<file path="src/rtl/leg_intc_pkg.sv">
// Shared definitions for the interrupt controller: register map, FSM states
// and the layout of the IRQID/FIQID words.
package leg_intc_pkg;

    // Word offsets of the software-visible registers.
    localparam logic [2:0] INTC_PENDING = 3'd0;
    localparam logic [2:0] INTC_ENABLE  = 3'd1;
    localparam logic [2:0] INTC_FIQSEL  = 3'd2;
    localparam logic [2:0] INTC_IRQID   = 3'd3;
    localparam logic [2:0] INTC_FIQID   = 3'd4;
    localparam logic [2:0] INTC_EOI     = 3'd5;

    // Field positions inside an ID register word.
    localparam int INTC_ID_VALID_BIT = 31;
    localparam int INTC_ID_MSB       = 4;
    localparam int INTC_ID_LSB       = 0;
    localparam int INTC_ID_WIDTH     = INTC_ID_MSB - INTC_ID_LSB + 1;

    // Per-class request/service state.
    typedef enum logic [1:0] {
        IDLE,
        REQ,
        SERVICE
    } intc_state_t;

    // Pack a valid flag and source ID into the 32-bit ID register layout.
    function automatic logic [31:0] intcIdWord(input logic valid,
                                               input logic [INTC_ID_WIDTH-1:0] id);
        logic [31:0] word;
        word = '0;
        word[INTC_ID_VALID_BIT] = valid;
        word[INTC_ID_MSB:INTC_ID_LSB] = id;
        return word;
    endfunction

endpackage

</file>
<file path="src/rtl/intc_prio_enc.sv">
// Lowest-index-first priority encoder: reports whether any request is set
// and the index of the lowest one.
module intc_prio_enc
    import leg_intc_pkg::*;
#(
    parameter int N = 8
) (
    input  logic [N-1:0]             i_req,
    output logic                     o_any,
    output logic [INTC_ID_WIDTH-1:0] o_id
);

    // Scan from the top down so the lowest set index is the last one written.
    always_comb begin
        o_id  = '0;
        o_any = |i_req;
        for (int i = N - 1; i >= 0; i--) begin
            if (i_req[i]) begin
                o_id = INTC_ID_WIDTH'(i);
            end
        end
    end

endmodule

</file>
<file path="src/rtl/interrupt_controller.sv">
// Interrupt controller: latches source rising edges into sticky pending bits,
// masks and routes them to IRQ or FIQ, and runs an independent
// request/acknowledge/EOI handshake for each class.
module interrupt_controller
    import leg_intc_pkg::*;
#(
    parameter int NSRC = 8
) (
    input  logic            clk,
    input  logic            reset,
    input  logic [NSRC-1:0] IntSrc,
    input  logic            IRQAssert,
    input  logic            FIQAssert,
    input  logic [2:0]      RegAddr,
    input  logic            RegWE,
    input  logic [31:0]     RegWD,
    output logic [31:0]     RegRD,
    output logic            IRQ,
    output logic            FIQ
);

    logic [NSRC-1:0]          r_srcPrev;
    logic [NSRC-1:0]          r_pending;
    logic [NSRC-1:0]          r_enable;
    logic [NSRC-1:0]          r_fiqSel;
    intc_state_t              r_irqState;
    intc_state_t              r_fiqState;
    logic                     r_irqValid;
    logic                     r_fiqValid;
    logic [INTC_ID_WIDTH-1:0] r_irqId;
    logic [INTC_ID_WIDTH-1:0] r_fiqId;
    logic                     r_irq;
    logic                     r_fiq;
    logic [31:0]              r_regRd;

    logic [NSRC-1:0]          w_edge;
    logic [NSRC-1:0]          w_irqCand;
    logic [NSRC-1:0]          w_fiqCand;
    logic                     w_irqAny;
    logic                     w_fiqAny;
    logic [INTC_ID_WIDTH-1:0] w_irqWinId;
    logic [INTC_ID_WIDTH-1:0] w_fiqWinId;
    logic                     w_irqTake;
    logic                     w_fiqTake;
    logic [NSRC-1:0]          w_irqClr;
    logic [NSRC-1:0]          w_fiqClr;
    logic [NSRC-1:0]          w_w1c;
    logic                     w_irqEoi;
    logic                     w_fiqEoi;
    logic                     w_unusedWd;

    assign w_edge    = IntSrc & ~r_srcPrev;
    assign w_irqCand = r_pending & r_enable & ~r_fiqSel;
    assign w_fiqCand = r_pending & r_enable & r_fiqSel;

    intc_prio_enc #(.N(NSRC)) u_irqEnc (
        .i_req (w_irqCand),
        .o_any (w_irqAny),
        .o_id  (w_irqWinId)
    );

    intc_prio_enc #(.N(NSRC)) u_fiqEnc (
        .i_req (w_fiqCand),
        .o_any (w_fiqAny),
        .o_id  (w_fiqWinId)
    );

    // An acknowledge only counts while a class is requesting a live candidate.
    assign w_irqTake = (r_irqState == REQ) && w_irqAny && IRQAssert;
    assign w_fiqTake = (r_fiqState == REQ) && w_fiqAny && FIQAssert;
    assign w_irqClr  = w_irqTake ? (NSRC'(1) << w_irqWinId) : '0;
    assign w_fiqClr  = w_fiqTake ? (NSRC'(1) << w_fiqWinId) : '0;

    assign w_w1c    = (RegWE && RegAddr == INTC_PENDING) ? RegWD[NSRC-1:0] : '0;
    assign w_irqEoi = RegWE && (RegAddr == INTC_EOI) && RegWD[0];
    assign w_fiqEoi = RegWE && (RegAddr == INTC_EOI) && RegWD[1];

    assign w_unusedWd = ^RegWD;

    assign RegRD = r_regRd;
    assign IRQ   = r_irq;
    assign FIQ   = r_fiq;

    // Edge detection, sticky pending bits (a new edge beats any clear) and
    // the software-writable mask and routing registers.
    always_ff @(posedge clk) begin
        if (reset) begin
            r_srcPrev <= '0;
            r_pending <= '0;
            r_enable  <= '0;
            r_fiqSel  <= '0;
        end else begin
            r_srcPrev <= IntSrc;
            r_pending <= (r_pending & ~w_w1c & ~w_irqClr & ~w_fiqClr) | w_edge;
            if (RegWE) begin
                case (RegAddr)
                    INTC_ENABLE: r_enable <= RegWD[NSRC-1:0];
                    INTC_FIQSEL: r_fiqSel <= RegWD[NSRC-1:0];
                    default: ;
                endcase
            end
        end
    end

    // IRQ class handshake: request, capture on ack, then wait for EOI.
    always_ff @(posedge clk) begin
        if (reset) begin
            r_irqState <= IDLE;
            r_irq      <= 1'b0;
            r_irqValid <= 1'b0;
            r_irqId    <= '0;
        end else begin
            case (r_irqState)
                IDLE: begin
                    r_irq <= w_irqAny;
                    if (w_irqAny) r_irqState <= REQ;
                end
                REQ: begin
                    if (!w_irqAny) begin
                        r_irqState <= IDLE;
                        r_irq      <= 1'b0;
                    end else if (IRQAssert) begin
                        r_irqState <= SERVICE;
                        r_irq      <= 1'b0;
                        r_irqValid <= 1'b1;
                        r_irqId    <= w_irqWinId;
                    end else begin
                        r_irq <= 1'b1;
                    end
                end
                SERVICE: begin
                    r_irq <= 1'b0;
                    if (w_irqEoi) begin
                        r_irqState <= IDLE;
                        r_irqValid <= 1'b0;
                    end
                end
                default: begin
                    r_irqState <= IDLE;
                    r_irq      <= 1'b0;
                end
            endcase
        end
    end

    // FIQ class handshake, identical to the IRQ one.
    always_ff @(posedge clk) begin
        if (reset) begin
            r_fiqState <= IDLE;
            r_fiq      <= 1'b0;
            r_fiqValid <= 1'b0;
            r_fiqId    <= '0;
        end else begin
            case (r_fiqState)
                IDLE: begin
                    r_fiq <= w_fiqAny;
                    if (w_fiqAny) r_fiqState <= REQ;
                end
                REQ: begin
                    if (!w_fiqAny) begin
                        r_fiqState <= IDLE;
                        r_fiq      <= 1'b0;
                    end else if (FIQAssert) begin
                        r_fiqState <= SERVICE;
                        r_fiq      <= 1'b0;
                        r_fiqValid <= 1'b1;
                        r_fiqId    <= w_fiqWinId;
                    end else begin
                        r_fiq <= 1'b1;
                    end
                end
                SERVICE: begin
                    r_fiq <= 1'b0;
                    if (w_fiqEoi) begin
                        r_fiqState <= IDLE;
                        r_fiqValid <= 1'b0;
                    end
                end
                default: begin
                    r_fiqState <= IDLE;
                    r_fiq      <= 1'b0;
                end
            endcase
        end
    end

    // Registered read port; EOI and reserved offsets read as zero.
    always_ff @(posedge clk) begin
        if (reset) begin
            r_regRd <= '0;
        end else begin
            case (RegAddr)
                INTC_PENDING: r_regRd <= 32'(r_pending);
                INTC_ENABLE:  r_regRd <= 32'(r_enable);
                INTC_FIQSEL:  r_regRd <= 32'(r_fiqSel);
                INTC_IRQID:   r_regRd <= intcIdWord(r_irqValid, r_irqId);
                INTC_FIQID:   r_regRd <= intcIdWord(r_fiqValid, r_fiqId);
                default:      r_regRd <= '0;
            endcase
        end
    end

endmodule

</file>
<file path="config.mk">
export PLATFORM = sky130hd
export DESIGN_NAME = interrupt_controller
export DESIGN_NICKNAME = d
export VERILOG_FILES = /design/src/rtl/leg_intc_pkg.sv /design/src/rtl/intc_prio_enc.sv /design/src/rtl/interrupt_controller.sv
export SDC_FILE = /design/constraint.sdc
export NUM_CORES = 1
export LEC_CHECK = 0
export ABC_AREA = 1
export CAP_MARGIN = 10
export CORE_MARGIN = 4
export CORE_UTILIZATION = 51
export DETAILED_ROUTE_END_ITERATION = 7
export PLACE_DENSITY = 0.84
export SLEW_MARGIN = 20
export SYNTH_ARGS = -nofsm -noshare
export SYNTH_HDL_FRONTEND = slang
export SYNTH_SLANG_ARGS = --single-unit
export TNS_END_PERCENT = 5
</file>
<file path="constraint.sdc">
create_clock -name clk -period 2.9 [get_ports clk]
set_clock_uncertainty 0.15 [all_clocks]
set_input_delay 0.58 -clock clk [delete_from_list [all_inputs] [get_ports clk]]
set_output_delay 0.58 -clock clk [all_outputs]
set_load 0.01 [all_outputs]
</file>
==> flow_summary.toml, run 1 <==
[outcome]
run_status = "finished, final reports clean"

[detailed_routing]
viasPerCell = 5.073
dr.pass1.iters = 7
vias = 2694
ant_nets = 0
routed_wl_mm = 6.681
drc_errors = 0
drt-initial-drc-count = 310
wl_per_cell_um = 12.58

[clock_network]
cts_hold_buf = 0
htree_levels = 2
post_cts_resized = 0
cts_num_sinks = 55
cts.clk_slew.worst_paths_ps = 100
cts_tree = "done"
cts_made_buffers = 5
cts_buffer_depth = 2
insertion_delay_ps = 310
cts_setup_buffers = 0
root_buffer = "clkbuf_8"

[sta]
slew_violations = 0
hold_viol_final = 0
max_freq_mhz = 449.7
rsz0062_at_grt = "no"
finalCritPeriodShare = 0.7669
slew_headroom = 0.6223
period_needed_ps = 2224
setup_violations = 0
tns_ps = 0
worst_pin_slew_ps = 563.1

[global_routing]
grt_overflow = 0
antenna_found_initial = 0
grt_pass1_wl_mm = 10.56
first_global_vias = 2350
grt_max_degree = 21
track_usage = 0.2060

[floorplan]
die_area_mm2 = 0.006732
io_pins = 82
rows = 26
core_mm2 = 0.005205
die_h_um = 82.05
dieWidth_um = 82.05
start_util = 0.5373

[synth]
ys_async_sr_fraction = 0
yosys_warnings = 0
yosysMostFrequentCell = "nand2_1"
synth_edf_count = 0
netlist.area_leader.share = 0.3937
synth-seq-area-share = 0.3937
synth_top_area_cell = "dfxtp_1"
synthTopCellsByCount = "nand2_1 (102), nor2_1 (60), inv_1 (59), dfxtp_1 (55), nand3_1 (42)"
synth_cell_types = 27
synth_cells = 422
netlist_area_mm2 = 0.002796
synth_top_flop_cell = "dfxtp_1"
syn_avg_cell_area_um2 = 6.627
ys_seq_elements = 55
synthTopCellsByArea = "dfxtp_1 (39%), nand2_1 (14%), nor2_1 (8.1%), inv_1 (7.9%), nand3_1 (7.5%)"

[flow_run]
maxCapViolations = 0

[setup_path]
startpoint_type = "input port"
r2r-end = "r_pending[7]"
critical_path_arrival_ps = 2290
crit_type = "in2reg"
worst_ep_required_time_ps = 2960
r2r_slack_ps = 1150
reg2reg_depth = 13
critPathCaptureType = "register"
reg2reg_from = "r_pending[7]"
worstPathMaxFanout = 8

[final_layout]
utilization = 0.6185
layout-drive-gt1-share = 0.04555
nFillCells = 524
syn2layout_area_growth_pct = 15.12
nets = 508
diodes = 0
layout.cells.non_filler = 531

[placement]
io_buffers = 34
place_congestion = 0.9304
hpwl_mm = 5.171
dp_cells = 523

[pwr]
pwr_density_cell_mw_per_mm2 = 431.9
p_leak_nw = 1.533
max-vdd-ir-drop_v = 0.0002426

[min_path]
worstHoldEndpoint = "r_pending[3]"
holdCritStartpoint = "r_srcPrev[3]"
hold-path-cell-count = 3
hp-class = "reg2reg"
==> power by group <==
group	total, mW	internal, mW	leakage, nW	switching [mW]
logic	0.166	0.0654	1.04	0.101
registers	0.809	0.785	0.449	0.0246
clock network	0.415	0.169	0.0412	0.246
total	1.39	1.02	1.53	0.371
==> worst max-delay path by stage <==
stage                    start      endpoint  slack, ps
floorplan           RegAddr[0]  r_pending[0]       1270
global placement    RegAddr[0]  r_pending[6]        380
detailed placement  RegAddr[0]  r_pending[6]        370
CTS                 RegAddr[0]  r_pending[6]        700
global route        RegAddr[0]  r_pending[6]        520
finish              RegAddr[0]  r_pending[7]        680
==> sequential cells by signal (all words and copies together), names as in the netlist <==
signal	count
IRQ	1
r_irqValid	1
r_fiqSel	8
RegRD	9
FIQ	1
r_fiqValid	1
r_srcPrev	8
r_pending	8
r_fiqId	3
r_irqState	2
r_irqId	3
r_fiqState	2
r_enable	8
==> placed cells by master (no fill, tap or decap) <==
| cell type | Yosys | routed |
|---|---|---|
| clkbuf_1 | 5 | 1 |
| a32oi_1 | 1 | 1 |
| nor4_4 | 1 | 1 |
| nand4_1 | 6 | 6 |
| inv_1 | 59 | 59 |
| conb_1 | 1 | 23 |
| nor2_4 | 2 | 2 |
| buf_4 | 23 | 4 |
| a21oi_1 | 18 | 18 |
| nor3_1 | 1 | 1 |
| a211oi_1 | 2 | 2 |
| nand2_2 | 1 | 1 |
| o21ai_0 | 23 | 23 |
| nand3b_1 | 4 | 4 |
| nor2_1 | 60 | 60 |
| nand3_1 | 42 | 42 |
| clkinv_2 | 0 | 1 |
| nand3_2 | 1 | 1 |
| nor2_2 | 3 | 3 |
| a41oi_1 | 1 | 1 |
| dfxtp_1 | 55 | 55 |
| clkdlybuf4s50_1 | 0 | 34 |
| nand2_1 | 102 | 102 |
| a22oi_1 | 1 | 1 |
| clkinvlp_4 | 0 | 1 |
| o211ai_1 | 3 | 3 |
| clkinv_1 | 1 | 1 |
| clkbuf_8 | 0 | 5 |
| inv_2 | 2 | 2 |
| a31oi_1 | 3 | 3 |
==> through the flow <==
stage | area (um2) | hold WS [ps] | setup slack [ps] | power, mW
after floorplan | 2879 | 274.2 | 1269 | 0.9359
after global placement | 3134 | 286.4 | 378.3 | 0.9853
after detailed placement | 3134 | 287.5 | 373.0 | 0.9897
after CTS | 3219 | 310.4 | 699.4 | 1.395
after global routing | 3219 | 331.1 | 520.7 | 1.455
final | 3219 | 309.4 | 676.1 | 1.390
==> layout make-up <==
class	instances	area [um2]	area share
multi-input cells	298	1343	0.4170
flip-flops and latches	55	1101	0.3420
repair buffers	38	370.4	0.1150
inverters	62	232.7	0.07229
well taps	70	87.58	0.02721
clock buffers	6	72.57	0.02254
clock inverters	2	12.51	0.003887
==> critical path: stages <==
cell and delay (ps):
clkdlybuf4s50_1 520, nor2_1 330, nand2_1 130, nor2_2 330
nand2_1 100, nand3_1 110, a21oi_1 70, nand2_1 70
nand2_1 40
==> kinds of logic (layout without fill, tap and decap cells) <==
kind of cell,Yosys count,after routing,synth area share
simple gates,223,223,0.3468
flops,55,55,0.3937
buf+inv,91,108,0.1557
compound gates,52,52,0.1025
other cells,1,23,0.001341
==> layer usage <==
metal / GRT usage / share of wire / vias up / wire length, um
met5: 0 / 0 / - / 0
met4: 0.06811 / 0.019 / 0 / 130
met3: 0.03399 / 0.079 / 14 / 529
met2: 0.3320 / 0.46 / 112 / 3065
met1: 0.2791 / 0.44 / 1209 / 2956
li1: - / - / 1359 / -
(Power assumes the default switching activity.)
==> run 2, diff against run 1 <==
- CORE_UTILIZATION: 51 -> 47
- PLACE_DENSITY: 0.84 -> 0.78
- clock period: 2.9 -> 2.2 ns (I/O delays scaled with it)
==> run 2 against run 1 <==
Net effect:
- cell count increased by 1.3%
- sequential share of layout area decreased by 0.70 points
- total power increased by 37%
- hold slack got worse by 1.1 ps
- sequential power increased by 32%
- count of clock-buffer cells in the layout increased by 2
==> flow_summary.toml, run 2 (same netlist as run 1, synthesis figures left out) <==
[floorplan]
rows = 27
die_h_um = 85.14
io_pins = 82
core_mm2 = 0.005642
start_util = 0.4957
dieWidth_um = 85.14
die_area_mm2 = 0.007248

[placement]
placed_area_mm2 = 0.003187
place_congestion = 0.9202
dp_slack_ps = -16.01
hpwl_mm = 5.127
io_buffers = 34

[clock_network]
cts.clk_slew.worst_paths_ps = 90
htree_levels = 2
cts_num_sinks = 55
cts_buffer_depth = 2
cts_made_buffers = 5
cts_setup_buffers = 0
root_buffer = "clkbuf_8"
cts_tree = "done"
cts_hold_buf = 0
post_cts_resized = 0
insertion_delay_ps = 310

[global_routing]
antenna_found_initial = 0
first_global_vias = 2458
grt_max_degree = 36
grt_pass1_wl_mm = 11.02
track_usage = 0.1877
grt_overflow = 0

[sta]
rsz0062_at_grt = "no"
hold_ws_ps = 308.3
fin_ws_ps = 313.8
max_freq_mhz = 530.2
slew_violations = 0
tns_ps = 0
finalCritPeriodShare = 0.8573
setup_violations = 0
period_needed_ps = 1886
hold_viol_final = 0

[detailed_routing]
wl_per_cell_um = 12.38
dr.pass1.iters = 4
drc_errors = 0
routed_wl_mm = 6.663
drt-initial-drc-count = 302
ant_nets = 0
viasPerCell = 4.998
vias = 2689

[final_layout]
layout-drive-gt1-share = 0.05579
utilization = 0.5826
diodes = 0
nets = 513
layout_commonest_cell = "nand2_1"
syn2layout_area_growth_pct = 17.54
final_cell_mix = "nand2_1 (102), nor2_1 (60), inv_1 (59), dfxtp_1 (55), nand3_1 (42)"
postLayoutCellArea_mm2 = 0.003287
largest_register_ffs = 9

[pwr]
p_leak_nw = 1.574
pwr_density_cell_mw_per_mm2 = 578.9
max-vdd-ir-drop_v = 0.0002571

[setup_path]
worst_ep_required_time_ps = 2240
reg2reg_from = "r_pending[7]"
crit_chain = "clkdlybuf4s50_1 -> inv_1 -> nor2_4 -> nand2_2 -> nor2_4 -> inv_1 -> o21ai_0 -> a21oi_1"
slowest_delay_ps = 570
worstPathMaxFanout = 12
crit_type = "in2reg"
critPathCaptureType = "register"
crit_start = "RegAddr[1]"
critical_path_arrival_ps = 1930
critPathBufInv = 3
path_delay_family = "buffers and inverters"
startpoint_type = "input port"
cp_slowest_cell = "clkdlybuf4s50_1"

[min_path]
holdCritStartpoint = "r_fiqId[1]"
hp-class = "reg2reg"

[outcome]
run_status = "finished, final reports clean"

[flow_run]
maxCapViolations = 0
[run 2: cell types whose count changed in the layout (fill, tap and decap cells not counted), sizes merged]
| cell | before | now |
|---|---|---|
| buf | 4 | 9 |
| clkinv | 2 | 1 |
| clkinvlp | 1 | 0 |
| clkbuf | 6 | 8 |
[run 2: area by class of cell]
type	count	area [um2]
inverters	62	232.7
flip-flops and latches	55	1101
clock buffers	8	100.1
multi-input cells	298	1343
fillers	558	2355
repair buffers	43	420.4
well taps	72	90.09
[run 2: tightest hold or removal path, stage by stage (launching register included)]
cell	delay (ps)
dfxtp_1	320
inv_1	50
a21oi_1	50
[run 2: where the power goes]
part / internal [mW] / switching, mW / total (mW)
sequential: 1.03 / 0.0316 / 1.07
combinational: 0.0932 / 0.133 / 0.227
clock: 0.288 / 0.322 / 0.610
[run 2: final timing paths]
path | cells after the start | to | slack (ps)
worst max register to register | 9 | r_pending[3] | 470
worst min-delay path | 2 | r_fiqId[1] | 310
worst min register to register | 2 | r_fiqId[1] | 310
worst max-delay path | 8 | r_fiqSel[6] | 310
[run 2: per-stage QoR]
stage          total power [mW]  cells
4_1_cts                   1.912    538
2_1_floorplan             1.234    444
5_1_grt                   1.997    538
3_3_place_gp              1.305    530
3_5_place_dp              1.312    530
6_report                  1.903    538
[run 2: per-layer routing]
metal	track usage	vias up	wire, um
li1	-	1374	-
met1	0.2497	1229	3027
met4	0.05468	0	82
met2	0.3157	78	3176
met3	0.02621	8	376
met5	0	-	0
